`src/rtl/ysyx_22051086_ex_commit_buf.sv`:
```
// ysyx_22051086_ex_commit_buf
//   EX->MEM boundary stage sitting directly after the ALU. It forwards the EX
//   valid to the ALU, holds EX while the ALU reports a multi-cycle op, and
//   captures the final result plus the instruction sideband into a 2-entry
//   skid buffer (head + skid). MEM back-pressure therefore reaches ID/EX only
//   through registered state. *W results are sign-extended from bit 31, and
//   cycles spent waiting on a busy ALU are counted in a saturating counter.
//
// Ports
//   clk, rst (async, active-low), flush
//   ex_*          : instruction entering from ID/EX (valid/ready handshake)
//   alu_ex_valid  : valid toward the ALU; alu_res / alu_busy back from it
//   mem_*         : head entry toward MEM (mem_valid/mem_ready handshake)
//   stall_cnt     : saturating count of cycles with ex_valid_in && alu_busy
//
// Optional feature (macro YSYX_22051086_EX_FWD_EN)
//   Adds fwd_valid / fwd_rd / fwd_data giving the youngest buffered entry
//   that writes a non-zero register. Without the macro the ports and the
//   forwarding logic do not exist.
module ysyx_22051086_ex_commit_buf #(
  parameter int XLEN   = 64,
  parameter int RD_W   = 5,
  parameter int CTRL_W = 8
) (
  input  logic              clk,
  input  logic              rst,
  input  logic              flush,
  input  logic              ex_valid_in,
  output logic              ex_ready_out,
  input  logic [XLEN-1:0]   ex_pc,
  input  logic [RD_W-1:0]   ex_rd,
  input  logic              ex_rd_wen,
  input  logic              ex_word,
  input  logic [CTRL_W-1:0] ex_mem_ctrl,
  input  logic [XLEN-1:0]   ex_store_data,
  output logic              alu_ex_valid,
  input  logic [XLEN-1:0]   alu_res,
  input  logic              alu_busy,
  output logic              mem_valid,
  input  logic              mem_ready,
  output logic [XLEN-1:0]   mem_pc,
  output logic [RD_W-1:0]   mem_rd,
  output logic              mem_rd_wen,
  output logic [CTRL_W-1:0] mem_ctrl,
  output logic [XLEN-1:0]   mem_alu_res,
  output logic [XLEN-1:0]   mem_store_data,
  output logic [31:0]       stall_cnt
`ifdef YSYX_22051086_EX_FWD_EN
  ,
  output logic              fwd_valid,
  output logic [RD_W-1:0]   fwd_rd,
  output logic [XLEN-1:0]   fwd_data
`endif
);

  typedef struct packed {
    logic [XLEN-1:0]   pc;
    logic [RD_W-1:0]   rd;
    logic              rd_wen;
    logic [CTRL_W-1:0] ctrl;
    logic [XLEN-1:0]   res;
    logic [XLEN-1:0]   store_data;
  } entry_t;

  typedef enum logic [1:0] {EMPTY, ONE, FULL} state_t;

  state_t state_reg, state_next;
  entry_t head_reg, skid_reg, new_entry;
  logic [31:0] stall_cnt_reg;

  logic push, pop;
  logic head_load_new, head_load_skid, skid_load;

  assign alu_ex_valid = ex_valid_in & ~flush;
  assign ex_ready_out = ~alu_busy & (state_reg != FULL) & ~flush;
  assign push         = ex_valid_in & ex_ready_out;
  assign mem_valid    = (state_reg != EMPTY);
  assign pop          = mem_valid & mem_ready;

  always_comb begin
    new_entry.pc         = ex_pc;
    new_entry.rd         = ex_rd;
    new_entry.rd_wen     = ex_rd_wen;
    new_entry.ctrl       = ex_mem_ctrl;
    new_entry.res        = ex_word ? {{(XLEN-32){alu_res[31]}}, alu_res[31:0]} : alu_res;
    new_entry.store_data = ex_store_data;
  end

  // Next-state and buffer-load decode. push already excludes flush through
  // ex_ready_out, so flush only needs to override the state transition.
  always_comb begin
    state_next     = state_reg;
    head_load_new  = 1'b0;
    head_load_skid = 1'b0;
    skid_load      = 1'b0;
    if (flush) begin
      state_next = EMPTY;
    end else begin
      case (state_reg)
        EMPTY: begin
          if (push) begin
            state_next    = ONE;
            head_load_new = 1'b1;
          end
        end
        ONE: begin
          if (push && !pop) begin
            state_next = FULL;
            skid_load  = 1'b1;
          end else if (push && pop) begin
            head_load_new = 1'b1;
          end else if (pop) begin
            state_next = EMPTY;
          end
        end
        FULL: begin
          if (pop) begin
            state_next     = ONE;
            head_load_skid = 1'b1;
          end
        end
        default: state_next = EMPTY;
      endcase
    end
  end

  always_ff @(posedge clk or negedge rst) begin
    if (!rst) begin
      state_reg <= EMPTY;
    end else begin
      state_reg <= state_next;
    end
  end

  always_ff @(posedge clk or negedge rst) begin
    if (!rst) begin
      head_reg <= '0;
      skid_reg <= '0;
    end else begin
      if (head_load_new) begin
        head_reg <= new_entry;
      end else if (head_load_skid) begin
        head_reg <= skid_reg;
      end
      if (skid_load) begin
        skid_reg <= new_entry;
      end
    end
  end

  // Stall counter survives flush; it only measures ALU wait time.
  always_ff @(posedge clk or negedge rst) begin
    if (!rst) begin
      stall_cnt_reg <= '0;
    end else if (ex_valid_in && alu_busy && (stall_cnt_reg != 32'hFFFF_FFFF)) begin
      stall_cnt_reg <= stall_cnt_reg + 32'd1;
    end
  end

  assign stall_cnt      = stall_cnt_reg;
  assign mem_pc         = head_reg.pc;
  assign mem_rd         = head_reg.rd;
  assign mem_rd_wen     = head_reg.rd_wen;
  assign mem_ctrl       = head_reg.ctrl;
  assign mem_alu_res    = head_reg.res;
  assign mem_store_data = head_reg.store_data;

`ifdef YSYX_22051086_EX_FWD_EN
  // Decoded purely from buffer registers: the skid entry is younger than the
  // head, so it wins when it qualifies; otherwise fall back to the head.
  logic skid_fwd_ok, head_fwd_ok;
  assign skid_fwd_ok = (state_reg == FULL) && skid_reg.rd_wen && (skid_reg.rd != '0);
  assign head_fwd_ok = (state_reg != EMPTY) && head_reg.rd_wen && (head_reg.rd != '0);

  always_comb begin
    fwd_valid = 1'b0;
    fwd_rd    = '0;
    fwd_data  = '0;
    if (skid_fwd_ok) begin
      fwd_valid = 1'b1;
      fwd_rd    = skid_reg.rd;
      fwd_data  = skid_reg.res;
    end else if (head_fwd_ok) begin
      fwd_valid = 1'b1;
      fwd_rd    = head_reg.rd;
      fwd_data  = head_reg.res;
    end
  end
`endif

endmodule

```
`config.mk`:
```
export PLATFORM = sky130hd
export DESIGN_NAME = ysyx_22051086_ex_commit_buf
export DESIGN_NICKNAME = d
export VERILOG_FILES = /design/src/rtl/ysyx_22051086_ex_commit_buf.sv
export SDC_FILE = /design/constraint.sdc
export NUM_CORES = 1
export LEC_CHECK = 0
export CELL_PAD_IN_SITES_DETAIL_PLACEMENT = 0
export CELL_PAD_IN_SITES_GLOBAL_PLACEMENT = 1
export CORE_MARGIN = 10
export CORE_UTILIZATION = 32
export DETAILED_ROUTE_END_ITERATION = 8
export PLACE_DENSITY = 0.65
export SETUP_SLACK_MARGIN = 0.5
export SLEW_MARGIN = 20
export SYNTH_ARGS = -nofsm -noshare
export SYNTH_HDL_FRONTEND = slang
export SYNTH_SLANG_ARGS = --single-unit
```
`constraint.sdc`:
```
create_clock -name clk -period 2 [get_ports clk]
set_clock_uncertainty 0.1 [all_clocks]
set_input_delay 0.5 -clock clk [delete_from_list [all_inputs] [get_ports clk]]
set_output_delay 0.5 -clock clk [all_outputs]
set_load 0.005 [all_outputs]
```
==> results.md <==
* I/O pins at about 450
* Final setup viols at 236
* Crit share post-route at 107.2%
* Die height at roughly 260 um
* Number of global-route vias before repair at roughly 15000
* Final setup margin at -0.1431 ns
* Worst Hold Class: primary input to async pin
* Status: complete, but fails checks
* GR Util All Layers at between 10% and 20%
* Crit-path slowest cell: dfrtp_2
* Highest Clock Rate at ~0.47 GHz
* CTS sink cnt at between 400 and 500
* Post-route ant nets at 0
* Area leader, netlist: dfrtp_1
* Number of library cell types mapped by synthesis at 39
* Largest fanout on the critical path at 5
* Min Clock Period, post-route at about 2.1 ns
* Clock Path Buffers at 3
* Setup crit start kind: flip-flop
* Flop2flop setup slack at -0.14 ns
* Share of cells above drive strength 1 at 38.17%
* Setup crit end kind: flip-flop
* CTS HTree Levels at 2
* Top post-synthesis cells by area: dfrtp_1 (62%), mux2_2 (11%), nand2_1 (8.2%), a22oi_1 (7.3%), a221o_1 (1.8%)
* Largest register FFs at a little over 200
* Leak at approximately 13 nW
* Syn_area_per_cell at roughly 12 sq um
* Synthesized area at roughly 0.018 sq mm
* Worst EP arrival at between 2 and 3 ns
* Gr ovfl total at 0
* Syn Inst Count at approximately 1500
* Initial Util at about a third
* Most common cell in the synthesized netlist: dfrtp_1
* DR vias/cell at approximately 4.9
* Worst setup path class: flip-flop to flip-flop
* Slew @ Worst Pin at between 0.4 and 0.5 ns
* Largest net degree at the start of global routing at 63
* Synthesis-stage register bit count at 446
* Commonest cells post-synth: dfrtp_1 (446), nand2_1 (392), mux2_2 (176)
* Clk_lat worst skew at a little under 0.6 ns
* Reg2reg path depth at 8
* Register area at around 0.011 sq mm
* Max cap viols at 0
* Synth top area share at between 60 and 70%
* Yosys warnings at 0
* DRT Pass-1 Iters at 5
* Worst rel slew slack at 72.48%
* # DRC at 0
* Row count at 86
* Total Wirelength at 63940 um
* Syn_nets at ~1800
* Area growth syn-to-layout at 50.26%
* WL/cell at between 20 and 25 um
* Multi-input logic area at 0.006832 sq mm
* RSZ-0062 raised after global routing: yes
* Reg2reg start: state_reg[1]
* Final Hold Vio Count at 0
* TritonCTS clock tree: done
* Core area at about 0.055 sq mm
* Post-synth EDFFs at 0
* Clock-pin slew on the worst setup and hold paths at about 0.06 ns
* First-pass GRT wire length at 94130 um
* Hpwl dp at between 40000 and 50000 um
* Die ar. at 0.06614 sq mm
* CTS root buf: clkbuf_16
* Initial antenna violation count at 12
* Async set-reset flop share out of synthesis at 100.0%
* Die span in x at 257.2 um
* Inserted Clock Buffers at 50
* Port Buf Inserts at between 400 and 500
* Initial drt markers at 701
* Post-synthesis sequential area ratio at slightly above 60%
* Crit path required time at roughly 2.4 ns
* Critical-path cell list: buf_6 -> or3b_4 -> nor3_4 -> buf_6 -> nor2_4 -> buf_12 -> clkbuf_16 -> a221o_1
* TNS Setup at -11.19 ns
* Max incr delay on CP at about 0.43 ns
* Total Power at between 20 and 30 mW
* Top_reg_cell synth: dfrtp_1
* Vias at ~14000
* Worst r2r dst: mem_alu_res[58]
* Final net count at ~2400
* Cell Pwr Density at roughly 960 mW/mm^2
* Failing checks: negative setup slack
* Final Max Tran Viols at 0
* Filler Cell Count at 5085
* GP Congestion at around 0.78
* Maximum vdd drop at approximately 0.65 mV
* Most frequent CP cell: buf_6
-- cell families (layout without fill, tap and decap cells) --
group	after synthesis	count (layout)	synth area share, %
xor+xnor	28	28	1.362
other cells	0	5	0
buf+inv	107	781	2.725
compound gates	279	279	11.14
flops	446	446	62.00
fa+ha+maj	1	1	0.06950
mux	177	177	11.07
simple gates	506	507	11.64
-- cell usage in the layout (no fill, tap or decap), types with 24 or more instances in the layout --
cell type / instances
dfrtp_1: 436
nand2_1: 321
clkdlybuf4s50_1: 210
buf_2: 195
a22oi_1: 174
mux2_2: 174
buf_4: 162
clkbuf_16: 66
nand2_2: 53
buf_6: 52
nor2_1: 38
a21oi_1: 37
buf_12: 35
a221o_1: 32
o21ai_1: 32
xnor2_1: 24
-- routing by layer --
metal | GRT usage [%] | wire length [um]
met5 | 0 | 92
met4 | 4.832 | 1214
met3 | 6.870 | 4975
met2 | 30.01 | 31850
met1 | 21.70 | 25810
-- power by group --
| group | internal (mW) | leakage (nW) | switching, mW | total (mW) |
|---|---|---|---|---|
| Sequential | 10.7 | 5.72 | 1.05 | 11.7 |
| Clock | 5.61 | 0.823 | 3.78 | 9.39 |
| Combinational | 2.77 | 6.67 | 2.05 | 4.82 |
| Total | 19.1 | 13.2 | 6.88 | 25.9 |
-- worst max-delay path: cells and delay by family, from the launching register on --
family	cells	cell delay (ns)
AND/OR/NAND/NOR	3	0.66
buffers and inverters	4	0.57
flip-flops	1	0.43
AO/OA/AOI/OAI	1	0.28
-- through the flow --
stage               std cells  worst slack (ns)  utilization (%)  area, sq um  hold WS, ns
floorplan                1544            0.1424                -        18490       0.1044
global placement         2750           -0.6176            44.11        24440       0.3384
detailed placement       2750           -0.6368            44.11        24440       0.3369
CTS                      2933           -0.1232            47.26        26190       0.2951
global route             2972           -0.2224            48.81        27050       0.3226
finish                   2972           -0.1431            48.81        27050       0.3295
-- worst max path at each step --
stage	startpoint	end	slack, ns
floorplan	alu_busy	mem_alu_res[37]	0.14
global placement	ex_valid_in	mem_store_data[49]	-0.62
detailed placement	ex_valid_in	mem_store_data[54]	-0.64
CTS	state_reg[1]	mem_alu_res[56]	-0.12
global route	state_reg[1]	mem_alu_res[56]	-0.22
finish	state_reg[1]	mem_alu_res[58]	-0.14
-- repair_timing --
item | in CTS | in global routing
hold buffers | 1 | 0
endpoints found under the setup margin | 685 | 687
buffers inserted | 84 | 17
resized for setup | 1061 | 89
endpoints found under the hold margin | 20 | 0
pin swaps | 9 | 23
cloned | 8 | 17
-- cell type report --
| class | instances | share of cell area [%] |
|---|---|---|
| Tap cell | 748 | 3.460 |
| Antenna cell | 5 | 0.04626 |
| Inverter | 2 | 0.02776 |
| Sequential cell | 446 | 41.31 |
| Clock buffer | 76 | 5.473 |
| Multi-Input combinational cell | 992 | 25.26 |
| Timing Repair Buffer | 689 | 23.69 |
| Clock inverter | 14 | 0.7356 |
Power figures use the tool's default switching activity.
